--- config.mk ---
export PLATFORM = sky130hd
export DESIGN_NAME = vga_pixel_gen
export DESIGN_NICKNAME = d
export VERILOG_FILES = /design/src/rtl/vga_pixel_gen.sv
export SDC_FILE = /design/constraint.sdc
export NUM_CORES = 1
export LEC_CHECK = 0
export BUFFER_PORTS_ARGS = -buffer_cell sky130_fd_sc_hd__clkbuf_2
export CAP_MARGIN = 0
export CORE_UTILIZATION = 55
export CTS_CLUSTER_DIAMETER = 200
export CTS_CLUSTER_SIZE = 16
export DETAILED_ROUTE_END_ITERATION = 12
export HOLD_SLACK_MARGIN = 0.08
export PLACE_DENSITY = 0.87
export SLEW_MARGIN = 20
export SYNTH_ARGS = -nofsm -noshare
export SYNTH_HDL_FRONTEND = slang
export SYNTH_SLANG_ARGS = --single-unit
--- constraint.sdc ---
create_clock -name clk -period 2.9 [get_ports clk]
set_clock_uncertainty 0.2 [all_clocks]
set_input_delay 0.29 -clock clk [delete_from_list [all_inputs] [get_ports clk]]
set_output_delay 0.29 -clock clk [all_outputs]
set_load 0.01 [all_outputs]
--- src/rtl/vga_pixel_gen.sv ---
// ============================================================================
// Module      : vga_pixel_gen
// Description : Two-stage pixel colour pipeline: white border, bouncing
//               palette box, dark-green background, delay-matched syncs.
//               Optional 32-pixel grid overlay when VGA_PIXEL_GEN_GRID_EN
//               is defined.
// Revision    : 1.0 - initial release
// ============================================================================
`default_nettype none

module vga_pixel_gen #(
    parameter int H_ACTIVE = 640,
    parameter int V_ACTIVE = 480,
    parameter int BOX_SIZE = 32,
    parameter int STEP     = 2,
    parameter int BORDER   = 4
) (
    input  logic       clk,
    input  logic       reset,
    input  logic       run,
    input  logic [9:0] hcnt,
    input  logic [9:0] vcnt,
    input  logic       hsync_in,
    input  logic       vsync_in,
    input  logic       blank_b_in,
    output logic       hsync_out,
    output logic       vsync_out,
    output logic       blank_b_out,
    output logic [7:0] red,
    output logic [7:0] green,
    output logic [7:0] blue
);

    localparam logic [10:0] c_h_active  = 11'(H_ACTIVE);
    localparam logic [10:0] c_v_active  = 11'(V_ACTIVE);
    localparam logic [10:0] c_border    = 11'(BORDER);
    localparam logic [10:0] c_h_bord_hi = 11'(H_ACTIVE - BORDER);
    localparam logic [10:0] c_v_bord_hi = 11'(V_ACTIVE - BORDER);
    localparam logic [10:0] c_box_size  = 11'(BOX_SIZE);
    localparam logic [10:0] c_step11    = 11'(STEP);
    localparam logic [9:0]  c_step10    = 10'(STEP);
    localparam logic [10:0] c_x_max11   = 11'(H_ACTIVE - BOX_SIZE);
    localparam logic [10:0] c_y_max11   = 11'(V_ACTIVE - BOX_SIZE);
    localparam logic [9:0]  c_x_max10   = 10'(H_ACTIVE - BOX_SIZE);
    localparam logic [9:0]  c_y_max10   = 10'(V_ACTIVE - BOX_SIZE);
    localparam logic [9:0]  c_x_init    = 10'((H_ACTIVE - BOX_SIZE) / 2);
    localparam logic [9:0]  c_y_init    = 10'((V_ACTIVE - BOX_SIZE) / 2);

    logic [9:0]  r_box_x, r_box_y;
    logic        r_dx, r_dy;
    logic [1:0]  r_ci;

    logic        r_in_border, r_in_box, r_in_grid;
    logic        r_blank_1, r_hsync_1, r_vsync_1;

    logic [10:0] w_x, w_y, w_bx, w_by;
    logic        w_in_border, w_in_box, w_in_grid, w_tick;

    assign w_x  = {1'b0, hcnt};
    assign w_y  = {1'b0, vcnt};
    assign w_bx = {1'b0, r_box_x};
    assign w_by = {1'b0, r_box_y};

    assign w_in_border = (w_x < c_border) || (w_x >= c_h_bord_hi) ||
                         (w_y < c_border) || (w_y >= c_v_bord_hi);
    assign w_in_box    = (w_x >= w_bx) && (w_x < w_bx + c_box_size) &&
                         (w_y >= w_by) && (w_y < w_by + c_box_size);

`ifdef VGA_PIXEL_GEN_GRID_EN
    assign w_in_grid = (hcnt[4:0] == 5'd0) || (vcnt[4:0] == 5'd0);
`else
    assign w_in_grid = 1'b0;
`endif

    // Start of vertical blank: box moves only here, so a frame never tears.
    assign w_tick = (hcnt == 10'd0) && (w_y == c_v_active);

    logic [10:0] w_x_sum, w_y_sum;
    logic [9:0]  w_nx, w_ny;
    logic        w_flip_x, w_flip_y;

    always_comb begin
        w_x_sum  = w_bx + c_step11;
        w_y_sum  = w_by + c_step11;
        w_nx     = r_box_x;
        w_ny     = r_box_y;
        w_flip_x = 1'b0;
        w_flip_y = 1'b0;

        if (r_dx) begin
            if (w_x_sum >= c_x_max11) begin
                w_nx     = c_x_max10;
                w_flip_x = 1'b1;
            end else begin
                w_nx = w_x_sum[9:0];
            end
        end else if (r_box_x <= c_step10) begin
            w_nx     = 10'd0;
            w_flip_x = 1'b1;
        end else begin
            w_nx = r_box_x - c_step10;
        end

        if (r_dy) begin
            if (w_y_sum >= c_y_max11) begin
                w_ny     = c_y_max10;
                w_flip_y = 1'b1;
            end else begin
                w_ny = w_y_sum[9:0];
            end
        end else if (r_box_y <= c_step10) begin
            w_ny     = 10'd0;
            w_flip_y = 1'b1;
        end else begin
            w_ny = r_box_y - c_step10;
        end
    end

    always_ff @(posedge clk or posedge reset) begin
        if (reset) begin
            r_box_x <= c_x_init;
            r_box_y <= c_y_init;
            r_dx    <= 1'b1;
            r_dy    <= 1'b1;
            r_ci    <= 2'd0;
        end else if (w_tick && run) begin
            r_box_x <= w_nx;
            r_box_y <= w_ny;
            r_dx    <= r_dx ^ w_flip_x;
            r_dy    <= r_dy ^ w_flip_y;
            // A corner hit flips both axes but advances the colour only once.
            if (w_flip_x || w_flip_y) begin
                r_ci <= r_ci + 2'd1;
            end
        end
    end

    always_ff @(posedge clk or posedge reset) begin
        if (reset) begin
            r_in_border <= 1'b0;
            r_in_box    <= 1'b0;
            r_in_grid   <= 1'b0;
            r_blank_1   <= 1'b0;
            r_hsync_1   <= 1'b1;
            r_vsync_1   <= 1'b1;
        end else begin
            r_in_border <= w_in_border;
            r_in_box    <= w_in_box;
            r_in_grid   <= w_in_grid;
            r_blank_1   <= blank_b_in;
            r_hsync_1   <= hsync_in;
            r_vsync_1   <= vsync_in;
        end
    end

    logic [23:0] w_palette;

    always_comb begin
        w_palette = 24'hFF0000;
        case (r_ci)
            2'd0:    w_palette = 24'hFF0000;
            2'd1:    w_palette = 24'h00FF00;
            2'd2:    w_palette = 24'h0000FF;
            default: w_palette = 24'hFFFF00;
        endcase
    end

    always_ff @(posedge clk or posedge reset) begin
        if (reset) begin
            {red, green, blue} <= 24'h000000;
            blank_b_out        <= 1'b0;
            hsync_out          <= 1'b1;
            vsync_out          <= 1'b1;
        end else begin
            blank_b_out <= r_blank_1;
            hsync_out   <= r_hsync_1;
            vsync_out   <= r_vsync_1;
            if (!r_blank_1) begin
                {red, green, blue} <= 24'h000000;
            end else if (r_in_border) begin
                {red, green, blue} <= 24'hFFFFFF;
            end else if (r_in_box) begin
                {red, green, blue} <= w_palette;
            end else if (r_in_grid) begin
                {red, green, blue} <= 24'h404040;
            end else begin
                {red, green, blue} <= 24'h000F00;
            end
        end
    end

endmodule

`default_nettype wire

# --- Word level (Yosys, flattened, before mapping) ---
# Index checks and enable logic that the tools add are counted.
totals:
  reg_bits: 56
  output_inout_bits: 27
  elab_cells: 74
  in_bits: 26
classes:
  magnitude_cmp: 12
  n_reduce_logical: 12
  eq_ne: 3
  mux: 22
  add_sub_neg: 7
  bitwise: 2
op_table:
  columns: ["cell", "n"]
  rows:
  - ["2-to-1 mux 8 bit", 9]
  - ["one-hot mux 24 bit (3 select lines)", 1]
  - ["2-to-1 mux 10 bit", 6]
  - ["adder 10 x 2 -> 11 bit (second input constant)", 2]
  - ["adder 10 x 6 -> 11 bit (second input constant)", 2]
  - ["< comparator 10 x 11 -> 1 bit", 2]
  - [">= comparator 10 bit", 2]
  - ["less-or-equal comparator 10 x 2 -> 1 bit (second input constant)", 2]
  - ["< comparator 10 x 3 -> 1 bit (second input constant)", 2]
  - ["subtractor 10 x 2 -> 10 bit (second input constant)", 2]
  - [">= comparator 11 x 10 -> 1 bit (second input constant)", 1]
  - [">= comparator 11 x 9 -> 1 bit (second input constant)", 1]
  - ["equality test 10 x 9 -> 1 bit (second input constant)", 1]
  - [">= comparator 10 bit (second input constant)", 1]
  - [">= comparator 10 x 9 -> 1 bit (second input constant)", 1]
  - ["logical NOT 10 bit", 1]
  - ["2-to-1 mux 1 bit", 6]
  - ["logical AND 1 bit", 5]
  - ["logical OR 1 bit", 4]
  - ["adder 2 x 1 -> 2 bit (second input constant)", 1]
  - ["equality test 2 x 1 -> 1 bit (second input constant)", 1]
  - ["equality test 2 bit (second input constant)", 1]
  - ["logical NOT 2 bit", 1]
  - ["AND reduction 2 bit", 1]
  - ["bitwise XOR 1 bit", 2]

# --- Longest topological paths before layout ---
# Gate-level depths: netlist of the first run.
logic_depth:
  word_depth: 6
  ltp_mapped: 10
  ltp_nobuf: 9

# --- Worst setup path before layout of the first run ---
# OpenSTA, ideal clock, no wires.
synth_timing:
  kind: "register to register"
  from: "register r_box_y[5]"
  to: "register r_ci[1]"
  setup_time_ns: 0.079
  n_path_buf: 0
  path_slack_ns: 0.413
  required_ns: 2.621
  synth_period_minus_slack_ns: 2.487
  path_stages_with_launch: 9
  arrival_ns: 2.207
  cell_sequence: "dfstp_2 ha_1 and4_1 nand2_1 o311ai_0 a31o_2 a31oi_1 o22ai_2 mux2i_1"
synth_between:
  elab_chain_cells: 6
  word_cells_on_any_way: 8
  cone_classes: "add/sub: 1; order compare: 2; mux: 3; reduce/logical: 2"
synth_rtl:
  columns: ["item", "line_no", "source"]
  rows:
  - ["start, declared", "49", "logic [9:0] r_box_x, r_box_y;"]
  - ["start signal, assigned", "122", "r_box_y <= c_y_init;"]
  - ["start signal, assigned", "128", "r_box_y <= w_ny;"]
  - ["adder 10 x 2 -> 11 bit", "84", "w_y_sum = w_by + c_step11;"]
  - [">= comparator 11 x 9 -> 1 bit", "105", "if (w_y_sum >= c_y_max11) begin"]
  - ["2-to-1 mux 1 bit", "105", null]
  - ["2-to-1 mux 1 bit (*)", "104", "if (r_dy) begin"]
  - ["logical OR 1 bit (*)", "132", "if (w_flip_x || w_flip_y) begin"]
  - ["AND reduction 2 bit (no line) (*)", null, null]
  - ["end signal, assigned", "133", "r_ci <= r_ci + 2'd1;"]
  - ["end, declared", "51", "logic [1:0] r_ci;"]
# Mark *: on every way between the ends. The rest lies on a longest branch, timed or not.
# A chain may end at the register's enable or synchronous reset.

# --- Worst setup path in the final report of the first run ---
layout_timing:
  from: "register r_box_x[5]"
  to: "register r_ci[0]"
layout_between:
  elab_chain_cells: 6
  word_cells_on_any_way: 8
  cone_classes: "add/sub: 1; order compare: 2; mux: 3; reduce/logical: 2"
layout_rtl:
  columns: ["item", "line_no", "source"]
  rows:
  - ["start, declared", "49", null]
  - ["start signal, assigned", "121", "r_box_x <= c_x_init;"]
  - ["start signal, assigned", "127", "r_box_x <= w_nx;"]
  - ["adder 10 x 2 -> 11 bit", "83", "w_x_sum = w_bx + c_step11;"]
  - [">= comparator 11 x 10 -> 1 bit", "91", "if (w_x_sum >= c_x_max11) begin"]
  - ["2-to-1 mux 1 bit", "91", null]
  - ["2-to-1 mux 1 bit (*)", "90", "if (r_dx) begin"]
  - ["logical OR 1 bit (*)", "132", null]
  - ["AND reduction 2 bit (no line) (*)", null, null]
# Marks and branches as above.

==> impl_summary.log, run 1 <==
[metrics] result of the run: complete, no violations
[metrics] area share of fa/ha/maj cells after synthesis: roughly 16%
[metrics] total global routing overflow: 0
[metrics] Final ANT Viol Nets: 0
[metrics] initial standard-cell utilization of the core: between 50 and 60%
[metrics] diode count: 0
[metrics] horizontal die dimension: between 70 and 80 um
[metrics] count of flip-flops with a built-in enable after synthesis: 0
[metrics] largest net degree at the start of global routing: 35
[metrics] r2r startpoint: r_box_x[5]$_DFFE_PP1P_
[metrics] leakage power of the design: around 1.6 nW
[metrics] synthesized flop and latch total: 34
[metrics] number of filler instances in the final layout: around 490
[metrics] number of nets in the synthesized netlist: around 450
[metrics] CTS root buffer: clkbuf_8
[metrics] area growth from synthesis to layout: 10.2%
[metrics] terminus of the critical flop-to-flop path: r_ci[0]$_DFFE_PP0P_
[metrics] fraction of the yosys area taken by sequential cells: approximately 27%
[metrics] crit path max-delay cell type: dfstp_2
[metrics] TritonCTS clock tree: built
[metrics] warnings from Yosys: 0
[metrics] biggest area contributors in the synthesized netlist: dfrtp_1 (17%), ha_1 (16%), dfstp_2 (9.8%)
[metrics] clk sinks: 34
[metrics] Most Frequent Cell on Critical Path: xnor2_1
[metrics] num rows: 27
[metrics] share of cells above drive strength 1: 20.5%
[metrics] Critical Path End Type: register
[metrics] DRC violation count after routing: 0
[metrics] timing-limited maximum frequency: about 370 MHz
[metrics] cell-by-cell listing of the critical path: ha_1 > nand4_1 > xnor2_1 > o21ai_0 > o31ai_4 > and2_1 > o22ai_2 > xnor2_1
[metrics] Max-slew headroom: 59.5%
[metrics] Setup Fix Bufs, Post-CTS: 0
[metrics] highest ir drop seen on vdd: 0.340 mV
[metrics] placer congestion estimate: 0.940
[metrics] die height: 78.6 um
[metrics] dominant combinational cell family by area after synthesis: compound AO/OA/AOI/OAI gates
[metrics] I/O pins: 53
[metrics] mapped cell area: between 0.003 and 0.004 mm2
[metrics] RSZ-0062 raised after global routing: no
[metrics] DP Wirelength: about 5900 um
[metrics] Arr. time, crit path: 2.69 ns
[metrics] required time at the endpoint of the critical path: about 2.9 ns
[metrics] Final Hold Viols: 0
[metrics] Total Wirelength: 7700 um
[metrics] number of distinct standard cells referenced by the synthesized netlist: 59
[metrics] vias after detailed routing: approximately 3100
[metrics] most used standard cells in the synthesized netlist: ha_1 (41), a21oi_1 (31), inv_1 (30), o21ai_0 (29)
[metrics] xor/xnor share of the synthesized area: under 10%
[metrics] area of the placeable core: about 0.0056 mm2
[metrics] Power Density: around 330 mW/mm2
[metrics] Worst Reg2Reg Path Length in Cells: 8
[metrics] complex-gate fraction of the synthesized area: a little over a quarter
[metrics] launch point of the worst hold path: vcnt[9]
[metrics] peak per-stage delay on the critical path: approximately 0.67 ns
[metrics] final setup TNS: 0 ns
[metrics] via count of the first global-routing pass: roughly 2900
[metrics] number of instances in the synthesized netlist: between 300 and 400
[metrics] Die ar.: 0.00618 mm2
[metrics] most used flip-flop cell after synthesis: dfrtp_1
[metrics] final count of pins violating max slew: 0
[metrics] CTS Buffer Depth: 2
[metrics] share of the core filled with cells in the final layout: ~64%
[metrics] Hold Path Stages: 2
[metrics] GRT Overall Usage: 26.6%
[metrics] critical-path maximum fanout: 13
[metrics] portion of synthesized cell area occupied by the leading cell type: 17.1%
[metrics] TritonCTS buffer count: 5
[metrics] Placed Instances: ~480
[metrics] final setup vio count: 0
[metrics] Worst Max-Slew Pin Slew: 0.608 ns
[metrics] Routed WL per cell: approximately 16 um
[metrics] endpoint of the worst hold path: r_in_border$_DFF_PP0_
[metrics] Port Buffers: 52
[metrics] most area-hungry cell type in the Yosys netlist: dfrtp_1
[metrics] register clock-pin slew on the reported worst setup and hold paths: about 0.080 ns
[metrics] most frequent cell after synthesis: ha_1
[metrics] antenna violations before repair: 0
[metrics] crit path time final: 2.70 ns
[metrics] Worst Hold Class: in2reg
[metrics] final-layout worst hold slack: between 0.1 and 0.15 ns
[metrics] wire length of the first global-routing pass: approximately 13000 um
[metrics] Critical Path Start Type: register
[metrics] Net count, final: about 490
[metrics] via density per instance: approximately 6.2
[metrics] basic-gate share of the synthesized area counting and, or, nand and nor cells: approximately 17%
[metrics] htree depth: 2
[metrics] violation count after the first detailed-routing iteration: 200
[metrics] non-filler cells in the finished layout: 491
[metrics] per-instance average area after synthesis: 8.34 um2
[metrics] clock latency of the later-clocked register in the worst-skew pair: 0.29 ns
[metrics] number of iterations in the first detailed-routing pass: 8
[metrics] multiplexer fraction of the synthesized cell area: less than 1%
[metrics] portion of the clock cycle consumed by the worst path in the final layout: 93.2%
[metrics] startpoint-to-endpoint class of the critical path: reg2reg
[metrics] flop2flop setup slack: 0.20 ns
[metrics] Async S/R FF share, synth: between 90% and 100%
[metrics] max-cap violations: 0
metal layers:
metal  vias up  global-route usage (%)  part of all wire, %
met4         0                    6.11                  2.1
met5         -                       0                    0
met1      1450                    31.9                   41
met2       119                    48.6                   51
li1       1468                       -                    -
met3        24                    5.12                  6.0
cell type report:
cell class / instances / area [um2] / share of cell area, %
clock buffers: 5 / 68.8 / 1.94
flip-flops and latches: 34 / 866 / 24.3
well taps: 72 / 90.1 / 2.53
multi-input cells: 286 / 2020 / 56.7
inverters: 31 / 116 / 3.27
clock inverters: 3 / 68.8 / 1.94
repair buffers: 60 / 330 / 9.29
cell usage in the layout, fill, tap and decap left out, drive strengths merged, types with 2 or more instances in the layout:
master and n:
and3 4, nor2b 2, dlygate4sd3 4, clkbuf 57
nand4 6, and2 3, nand2b 5, buf 4
ha 41, a32o 3, a21o 4, a21oi 31
a211oi 2, dfrtp 22, nor3 11, o31ai 3
o22ai 5, a31oi 12, a211o 2, o211ai 3
bufinv 2, nor4 8, a21boi 4, o311ai 2
a2111oi 2, nand3 18, dfstp 12, nand2 19
and4 2, a311oi 2, inv 31, o21ai 29
o21a 11, xnor2 10, a31o 2, nor2 20
or3 6
flip-flops by register name, indices dropped and copies added, names as in the netlist, 2 cells and up:
register,count
r_box_x,9
r_box_y,9
green,2
r_ci,2
where the power goes:
group	internal (W)	switching, W	leakage, nW	total [W]
Combinational	0.0000620	0.0000737	1.10	0.000136
Sequential	0.000486	0.00000827	0.391	0.000495
Clock	0.000345	0.000190	0.0683	0.000534
cells by family after synthesis:
logic type | count (synthesis)
buffers and inverters | 67
and+or+nand+nor | 106
AOI/OAI and AO/OA | 128
xor gates and xnor gates | 10
DFF | 34
adders and majority gates | 41
muxes | 1
metrics by stage:
step	power, W	worst slack (ns)	area, um2
after global routing	0.00121	0.0372	3560
after global placement	0.000630	0.233	3380
after detailed placement	0.000636	0.184	3380
after floorplan	0.000595	0.413	3230
after CTS	0.00117	0.166	3560
final	0.00116	0.198	3560
how the worst max path moves through the flow:
stage / slack, ns / cells after the start / startpoint / endpoint
floorplan: 0.41 / 8 / r_box_y[5]$_DFFE_PP1P_ / r_ci[1]$_DFFE_PP0P_
global placement: 0.23 / 8 / r_box_y[6]$_DFFE_PP1P_ / r_ci[1]$_DFFE_PP0P_
detailed placement: 0.18 / 8 / r_box_y[6]$_DFFE_PP1P_ / r_ci[1]$_DFFE_PP0P_
CTS: 0.17 / 8 / r_box_y[6]$_DFFE_PP1P_ / r_ci[1]$_DFFE_PP0P_
global route: 0.04 / 8 / r_box_x[5]$_DFFE_PP1P_ / r_ci[0]$_DFFE_PP0P_
finish: 0.20 / 8 / r_box_x[5]$_DFFE_PP1P_ / r_ci[0]$_DFFE_PP0P_
timing repair:
action                     4_1_cts  5_1_grt
setup endpoints to repair        0        2
hold endpoints to repair        25        0
resized for setup                0        1
hold buffers                     4        0
worst max-delay path, delay by kind of cell, from the launching register on:
kind	cells	cell delay (ns)
compound gates	3	0.60
flops	1	0.67
fa+ha+maj	1	0.25
simple gates	2	0.52
xor+xnor	2	0.34
No activity file was read; power rests on OpenSTA's default activity.
==> run 2, diff against run 1 <==
--- a/config.mk
+++ b/config.mk
@@ -10,2 +10,3 @@
 export CORE_UTILIZATION = 55
+export CTS_BUF_LIST = sky130_fd_sc_hd__clkbuf_16
 export CTS_CLUSTER_DIAMETER = 200
@@ -14,3 +15,3 @@
 export HOLD_SLACK_MARGIN = 0.08
-export PLACE_DENSITY = 0.87
+export PLACE_DENSITY = 0.74
 export SLEW_MARGIN = 20
--- a/constraint.sdc
+++ b/constraint.sdc
@@ -4,2 +4,2 @@
 set_output_delay 0.29 -clock clk [all_outputs]
-set_load 0.01 [all_outputs]
+set_load 0.02 [all_outputs]
==> impl_summary.log, run 2 (synthesis gave the netlist of run 1 again) <==
[metrics] total global routing overflow: 0 (unchanged)
[metrics] via count of the first global-routing pass: 2801 (was 2890)
[metrics] wire length of the first global-routing pass: 13000 um (about the same)
[metrics] vias after detailed routing: 2967 (was 3061)
[metrics] result of the run: complete, no violations (unchanged)
[metrics] startpoint-to-endpoint class of the critical path: reg2reg (unchanged)
[metrics] largest net degree at the start of global routing: 35 (unchanged)
[metrics] cell-by-cell listing of the critical path: ha_1 > and4_1 > nand2_1 > o311ai_1 > a31o_2 > a31oi_2 > o22ai_2 > mux2i_1 (was ha_1 > nand4_1 > xnor2_1 > o21ai_0 > o31ai_4 > and2_1 > o22ai_2 > xnor2_1)
[metrics] CTS root buffer: clkbuf_16 (was clkbuf_8)
[metrics] TritonCTS clock tree: built (unchanged)
[metrics] violation count after the first detailed-routing iteration: 169 (was 200)
[metrics] Critical Path Start Type: register (unchanged)
[metrics] CTS Buffer Depth: 2 (unchanged)
[metrics] largest delay contributor family on the critical path: compound AO/OA/AOI/OAI gates (was flip-flops)
[metrics] DRC violation count after routing: 0 (unchanged)
[metrics] GRT Overall Usage: 27.1% (was 26.6%)
[metrics] final setup vio count: 0 (unchanged)
[metrics] DP Wirelength: 5960 um (was 5910 um)
[metrics] Max-slew headroom: 58.9% (was 59.5%)
[metrics] crit path max-delay cell type: dfstp_2 (unchanged)
[metrics] TritonCTS buffer count: 5 (unchanged)
[metrics] area growth from synthesis to layout: 12.6% (was 10.2%)
[metrics] initial standard-cell utilization of the core: 57.9% (unchanged)
[metrics] Power Density: 371 mW/mm2 (was 328 mW/mm2)
[metrics] Multi-input gate area: 0.00202 mm2 (about the same)
[metrics] number of filler instances in the final layout: 475 (was 488)
[metrics] final count of pins violating max slew: 0 (unchanged)
[metrics] area of the placeable core: 0.00557 mm2 (unchanged)
[metrics] Arr. time, crit path: 2.69 ns (about the same)
[metrics] number of iterations in the first detailed-routing pass: 4 (was 8)
[metrics] Port Buffers: 52 (unchanged)
[metrics] non-filler cells in the finished layout: 493 (was 491)
[metrics] die height: 78.6 um (unchanged)
[metrics] register clock-pin slew on the reported worst setup and hold paths: 0.06 ns (was 0.08 ns)
[metrics] Final ANT Viol Nets: 0 (unchanged)
[metrics] placer congestion estimate: 0.928 (was 0.940)
[metrics] Worst Max-Slew Pin Slew: 0.616 ns (was 0.608 ns)
[metrics] RSZ-0062 raised after global routing: no (unchanged)
[metrics] clk sinks: 34 (unchanged)
[metrics] critical-path maximum fanout: 9 (was 13)
[metrics] peak per-stage delay on the critical path: 0.62 ns (was 0.67 ns)
[metrics] num rows: 27 (unchanged)
[metrics] horizontal die dimension: 78.6 um (unchanged)
[metrics] final setup TNS: 0 ns (unchanged)
[metrics] share of cells above drive strength 1: 21.1% (was 20.5%)
[metrics] I/O pins: 53 (unchanged)
[metrics] Worst Hold Class: in2reg (unchanged)
[metrics] clock latency of the later-clocked register in the worst-skew pair: 0.28 ns (was 0.29 ns)
[metrics] portion of the clock cycle consumed by the worst path in the final layout: 92.9% (was 93.2%)
[metrics] required time at the endpoint of the critical path: 2.89 ns (was 2.88 ns)
[metrics] leading cell type in the layout, fill and taps excluded: clkbuf_2 (unchanged)
[metrics] Final Hold Viols: 0 (unchanged)
[metrics] Total Wirelength: 7790 um (was 7700 um)
[metrics] Routed WL per cell: 15.8 um (was 15.7 um)
[metrics] Die ar.: 0.00618 mm2 (unchanged)
[metrics] leakage power of the design: 1.60 nW (was 1.56 nW)
[metrics] Setup Fix Bufs, Post-CTS: 0 (unchanged)
[metrics] Net count, final: 487 (was 485)
[metrics] Power, Total: 0.00135 W (was 0.00116 W)
[metrics] via density per instance: 6.02 (was 6.23)
[metrics] highest-count cells in the layout ignoring fill and taps: clkbuf_2 (52), ha_1 (41), a21oi_1 (31) (unchanged)
[metrics] Critical Path End Type: register (unchanged)
[metrics] registers with the highest flip-flop counts: r_box_x (9), r_box_y (9) (unchanged)
[metrics] Placed Instances: 481 (was 479)
[metrics] max-cap violations: 0 (unchanged)
[metrics] crit path time final: 2.69 ns (was 2.70 ns)
[metrics] buffer and inverter count on the worst path: 0 (unchanged)
[metrics] register cell area after layout: 866 um2 (unchanged)
[metrics] timing-limited maximum frequency: 371 MHz (was 370 MHz)
[metrics] htree depth: 2 (unchanged)
[metrics] diode count: 0 (unchanged)
[metrics] final-layout worst hold slack: 0.136 ns (was 0.110 ns)
[metrics] highest ir drop seen on vdd: 0.265 mV (was 0.340 mV)
[metrics] antenna violations before repair: 0 (unchanged)
## run 2: power breakdown
| group | switching [W] | leakage [nW] | internal, W |
|---|---|---|---|
| clock | 0.000205 | 0.0940 | 0.000494 |
| sequential | 0.00000863 | 0.391 | 0.000487 |
| combinational | 0.0000917 | 1.12 | 0.0000622 |
| total | 0.000306 | 1.60 | 0.00104 |
## run 2: area by class of cell
class | instances | share of cell area, %
timing repair buffer | 62 | 9.50
tap | 72 | 2.48
sequential | 34 | 23.8
multi-input combinational | 286 | 55.6
inverter | 31 | 3.20
clock inverter | 3 | 1.89
clock buffer | 5 | 3.44
## run 2: layer usage
metal  vias up  GRT usage [%]  part of all wire (%)
li1       1481              -                     -
met5         -              0                     0
met1      1403           33.3                    45
met4         0           7.96                   1.3
met3        12           4.65                   3.4
met2        71           48.0                    50
## run 2: stage by stage
| stage | worst slack (ns) | cell area, um2 | util [%] |
|---|---|---|---|
| finish | 0.207 | 3630 | 65.2 |
| global route | 0.0441 | 3630 | 65.2 |
| CTS | 0.104 | 3630 | 65.1 |
| detailed placement | 0.138 | 3390 | 60.9 |
| global placement | 0.173 | 3390 | 60.9 |
| floorplan | 0.413 | 3230 | - |
## run 2: worst paths after layout
path | from | endpoint | slack, ns | cells past startpoint
worst min-delay path | vcnt[9] | r_in_border$_DFF_PP0_ | 0.14 | 2
worst min register to register | r_hsync_1$_DFF_PP1_ | hsync_out$_DFF_PP1_ | 0.15 | 0
worst max-delay path | r_box_y[5]$_DFFE_PP1P_ | r_ci[1]$_DFFE_PP0P_ | 0.21 | 8
worst max register to register | r_box_y[5]$_DFFE_PP1P_ | r_ci[1]$_DFFE_PP0P_ | 0.21 | 8
min in group asynchronous | reset | r_box_y[9]$_DFFE_PP0P_ | 0.43 | 4
max in group asynchronous | reset | r_box_x[8]$_DFFE_PP1P_ | 1.73 | 4
## run 2: repair_timing
action,in CTS,in global routing
resized for setup,0,2
hold buffers,4,0
endpoints found under the hold margin,25,0
setup endpoints to repair,0,2
==> run 3, diff against run 2 <==
--- a/config.mk
+++ b/config.mk
@@ -16,2 +16,3 @@
 export PLACE_DENSITY = 0.74
+export SETUP_SLACK_MARGIN = 0.05
 export SLEW_MARGIN = 20
--- a/constraint.sdc
+++ b/constraint.sdc
@@ -4,2 +4,2 @@
 set_output_delay 0.29 -clock clk [all_outputs]
-set_load 0.02 [all_outputs]
+set_load 0.01 [all_outputs]
==> impl_summary.log, run 3 (synthesis gave the netlist of run 1 again) <==
[metrics] result of the run: complete, no violations (unchanged)
[metrics] Arr. time, crit path: 2.69 ns (about the same)
[metrics] total global routing overflow: 0 (unchanged)
[metrics] RSZ-0062 raised after global routing: no (unchanged)
[metrics] part of the total power dissipated in combinational logic: 10.1% (was 11.4%)
[metrics] final setup TNS: 0 ns (unchanged)
[metrics] register clock-pin slew on the reported worst setup and hold paths: 0.06 ns (about the same)
[metrics] highest ir drop seen on vdd: 0.262 mV (was 0.265 mV)
[metrics] Die ar.: 0.00618 mm2 (unchanged)
[metrics] Port Buffers: 52 (unchanged)
[metrics] switch share: 21.5% (was 22.7%)
[metrics] largest net degree at the start of global routing: 35 (unchanged)
[metrics] clk sinks: 34 (unchanged)
[metrics] TritonCTS buffer count: 5 (unchanged)
[metrics] highest-count cells in the layout ignoring fill and taps: clkbuf_2 (52), ha_1 (41), a21oi_1 (31) (unchanged)
[metrics] Critical Path Start Type: register (unchanged)
[metrics] Routed WL per cell: 15.8 um (unchanged)
[metrics] htree depth: 2 (unchanged)
[metrics] die height: 78.6 um (unchanged)
[metrics] GRT Overall Usage: 27.1% (unchanged)
[metrics] antenna violations before repair: 0 (unchanged)
[metrics] portion of the clock cycle consumed by the worst path in the final layout: 92.9% (unchanged)
[metrics] number of iterations in the first detailed-routing pass: 4 (unchanged)
[metrics] number of filler instances in the final layout: 476 (was 475)
[metrics] Setup Fix Bufs, Post-CTS: 0 (unchanged)
[metrics] TritonCTS clock tree: built (unchanged)
[metrics] DRC violation count after routing: 0 (unchanged)
[metrics] final setup margin: 0.207 ns (unchanged)
[metrics] timing-limited maximum frequency: 371 MHz (unchanged)
[metrics] start point of the critical path: r_box_y[5]$_DFFE_PP1P_ (unchanged)
[metrics] share of the core filled with cells in the final layout: 65.2% (about the same)
[metrics] max-cap violations: 0 (unchanged)
[metrics] non-filler cells in the finished layout: 493 (unchanged)
[metrics] final setup vio count: 0 (unchanged)
[metrics] leakage power of the design: 1.60 nW (about the same)
[metrics] diode count: 0 (unchanged)
[metrics] final count of pins violating max slew: 0 (unchanged)
[metrics] Final Hold Viols: 0 (unchanged)
[metrics] violation count after the first detailed-routing iteration: 169 (unchanged)
[metrics] required time at the endpoint of the critical path: 2.89 ns (about the same)
[metrics] CTS Buffer Depth: 2 (unchanged)
[metrics] Final ANT Viol Nets: 0 (unchanged)
[metrics] Worst Max-Slew Pin Slew: 0.616 ns (unchanged)
[metrics] num rows: 27 (unchanged)
[metrics] CTS root buffer: clkbuf_16 (unchanged)
[metrics] clock share of power: 52.6% (was 51.8%)
[metrics] area growth from synthesis to layout: 12.6% (about the same)
[metrics] Placed Instances: 481 (unchanged)
[metrics] Net count, final: 487 (unchanged)
[metrics] Max-slew headroom: 58.9% (unchanged)
[metrics] Internal Power: 0.00104 W (about the same)
[metrics] post-place setup slack: 0.138 ns (unchanged)
[metrics] Total Wirelength: 7790 um (unchanged)
[metrics] crit path time final: 2.69 ns (unchanged)
[metrics] r2r startpoint: r_box_y[5]$_DFFE_PP1P_ (unchanged)
[metrics] launch point of the worst hold path: vcnt[9] (unchanged)
[metrics] Worst Hold Class: in2reg (unchanged)
[metrics] share of cells above drive strength 1: 21.4% (was 21.1%)
[metrics] leading cell type in the layout, fill and taps excluded: clkbuf_2 (unchanged)
[metrics] via density per instance: 6.02 (unchanged)
[metrics] Switch Pwr: 0.000286 W (was 0.000306 W)
[metrics] clock latency of the later-clocked register in the worst-skew pair: 0.28 ns (about the same)
[metrics] placer congestion estimate: 0.928 (unchanged)
[metrics] startpoint-to-endpoint class of the critical path: reg2reg (unchanged)
[metrics] via count of the first global-routing pass: 2801 (unchanged)
[metrics] registers with the highest flip-flop counts: r_box_x (9), r_box_y (9) (unchanged)
[metrics] vias after detailed routing: 2967 (unchanged)
[metrics] I/O pins: 53 (unchanged)
[metrics] critical-path maximum fanout: 9 (unchanged)
[metrics] wire length of the first global-routing pass: 13000 um (unchanged)
[metrics] Power Density: 365 mW/mm2 (was 371 mW/mm2)
[metrics] horizontal die dimension: 78.6 um (unchanged)
[metrics] Power, Total: 0.00133 W (was 0.00135 W)
[metrics] area of the placeable core: 0.00557 mm2 (unchanged)
[metrics] DP Wirelength: 5960 um (unchanged)
[metrics] Critical Path End Type: register (unchanged)
[metrics] initial standard-cell utilization of the core: 57.9% (unchanged)
[metrics] Sequential Power Share: 37.3% (was 36.8%)
[run 3: power groups by stage]
| stage | clock (W) | combinational (W) | sequential, W |
|---|---|---|---|
| floorplan | 0 | 0.0000890 | 0.000506 |
| global placement | 0 | 0.000128 | 0.000503 |
| detailed placement | 0 | 0.000131 | 0.000504 |
| CTS | 0.000712 | 0.000135 | 0.000496 |
| global route | 0.000728 | 0.000153 | 0.000497 |
| finish | 0.000699 | 0.000134 | 0.000496 |
[run 3: worst max-delay path, cell delays in order, from the launching register on]
cell	delay [ns]
dfstp_2	0.62
ha_1	0.25
and4_1	0.28
nand2_1	0.07
o311ai_1	0.30
a31o_2	0.24
a31oi_2	0.17
o22ai_2	0.27
mux2i_1	0.21
[run 3: cell type report]
type / instances / area, um2 / area share (%)
Clock buffer: 5 / 125 / 3.44
Clock inverter: 3 / 68.8 / 1.89
Inverter: 31 / 116 / 3.20
Multi-Input combinational cell: 286 / 2020 / 55.7
Sequential cell: 34 / 866 / 23.8
Tap cell: 72 / 90.1 / 2.48
Timing Repair Buffer: 62 / 345 / 9.50
[run 3: path summary, 6_finish.rpt]
path	to	slack (ns)	cells past startpoint
max in group asynchronous	r_box_x[8]$_DFFE_PP1P_	1.73	4
worst max-delay path	r_ci[1]$_DFFE_PP0P_	0.21	8
worst min-delay path	r_in_border$_DFF_PP0_	0.14	2
worst max register to register	r_ci[1]$_DFFE_PP0P_	0.21	8
min in group asynchronous	r_box_y[9]$_DFFE_PP0P_	0.43	4
worst min register to register	hsync_out$_DFF_PP1_	0.15	0
[run 3: per-layer routing]
| metal | vias to the layer above | share of wire, % | track usage (%) |
|---|---|---|---|
| met1 | 1403 | 45 | 33.3 |
| li1 | 1481 | - | - |
| met3 | 12 | 3.4 | 4.65 |
| met5 | - | 0 | 0 |
| met2 | 71 | 50 | 48.0 |
| met4 | 0 | 1.3 | 7.96 |
[run 3: timing repair]
item | CTS | global route
hold endpoints to repair | 25 | 0
hold buffers | 4 | 0
setup endpoints to repair | 0 | 2
gates resized for setup | 0 | 3
[run 3: metrics by stage]
stage                     instance area, um2  hold slack (ns)
final                                   3630            0.136
after global routing                    3630            0.145
after CTS                               3630            0.154
after detailed placement                3390            0.147
after global placement                  3390            0.145
after floorplan                         3230           0.0945
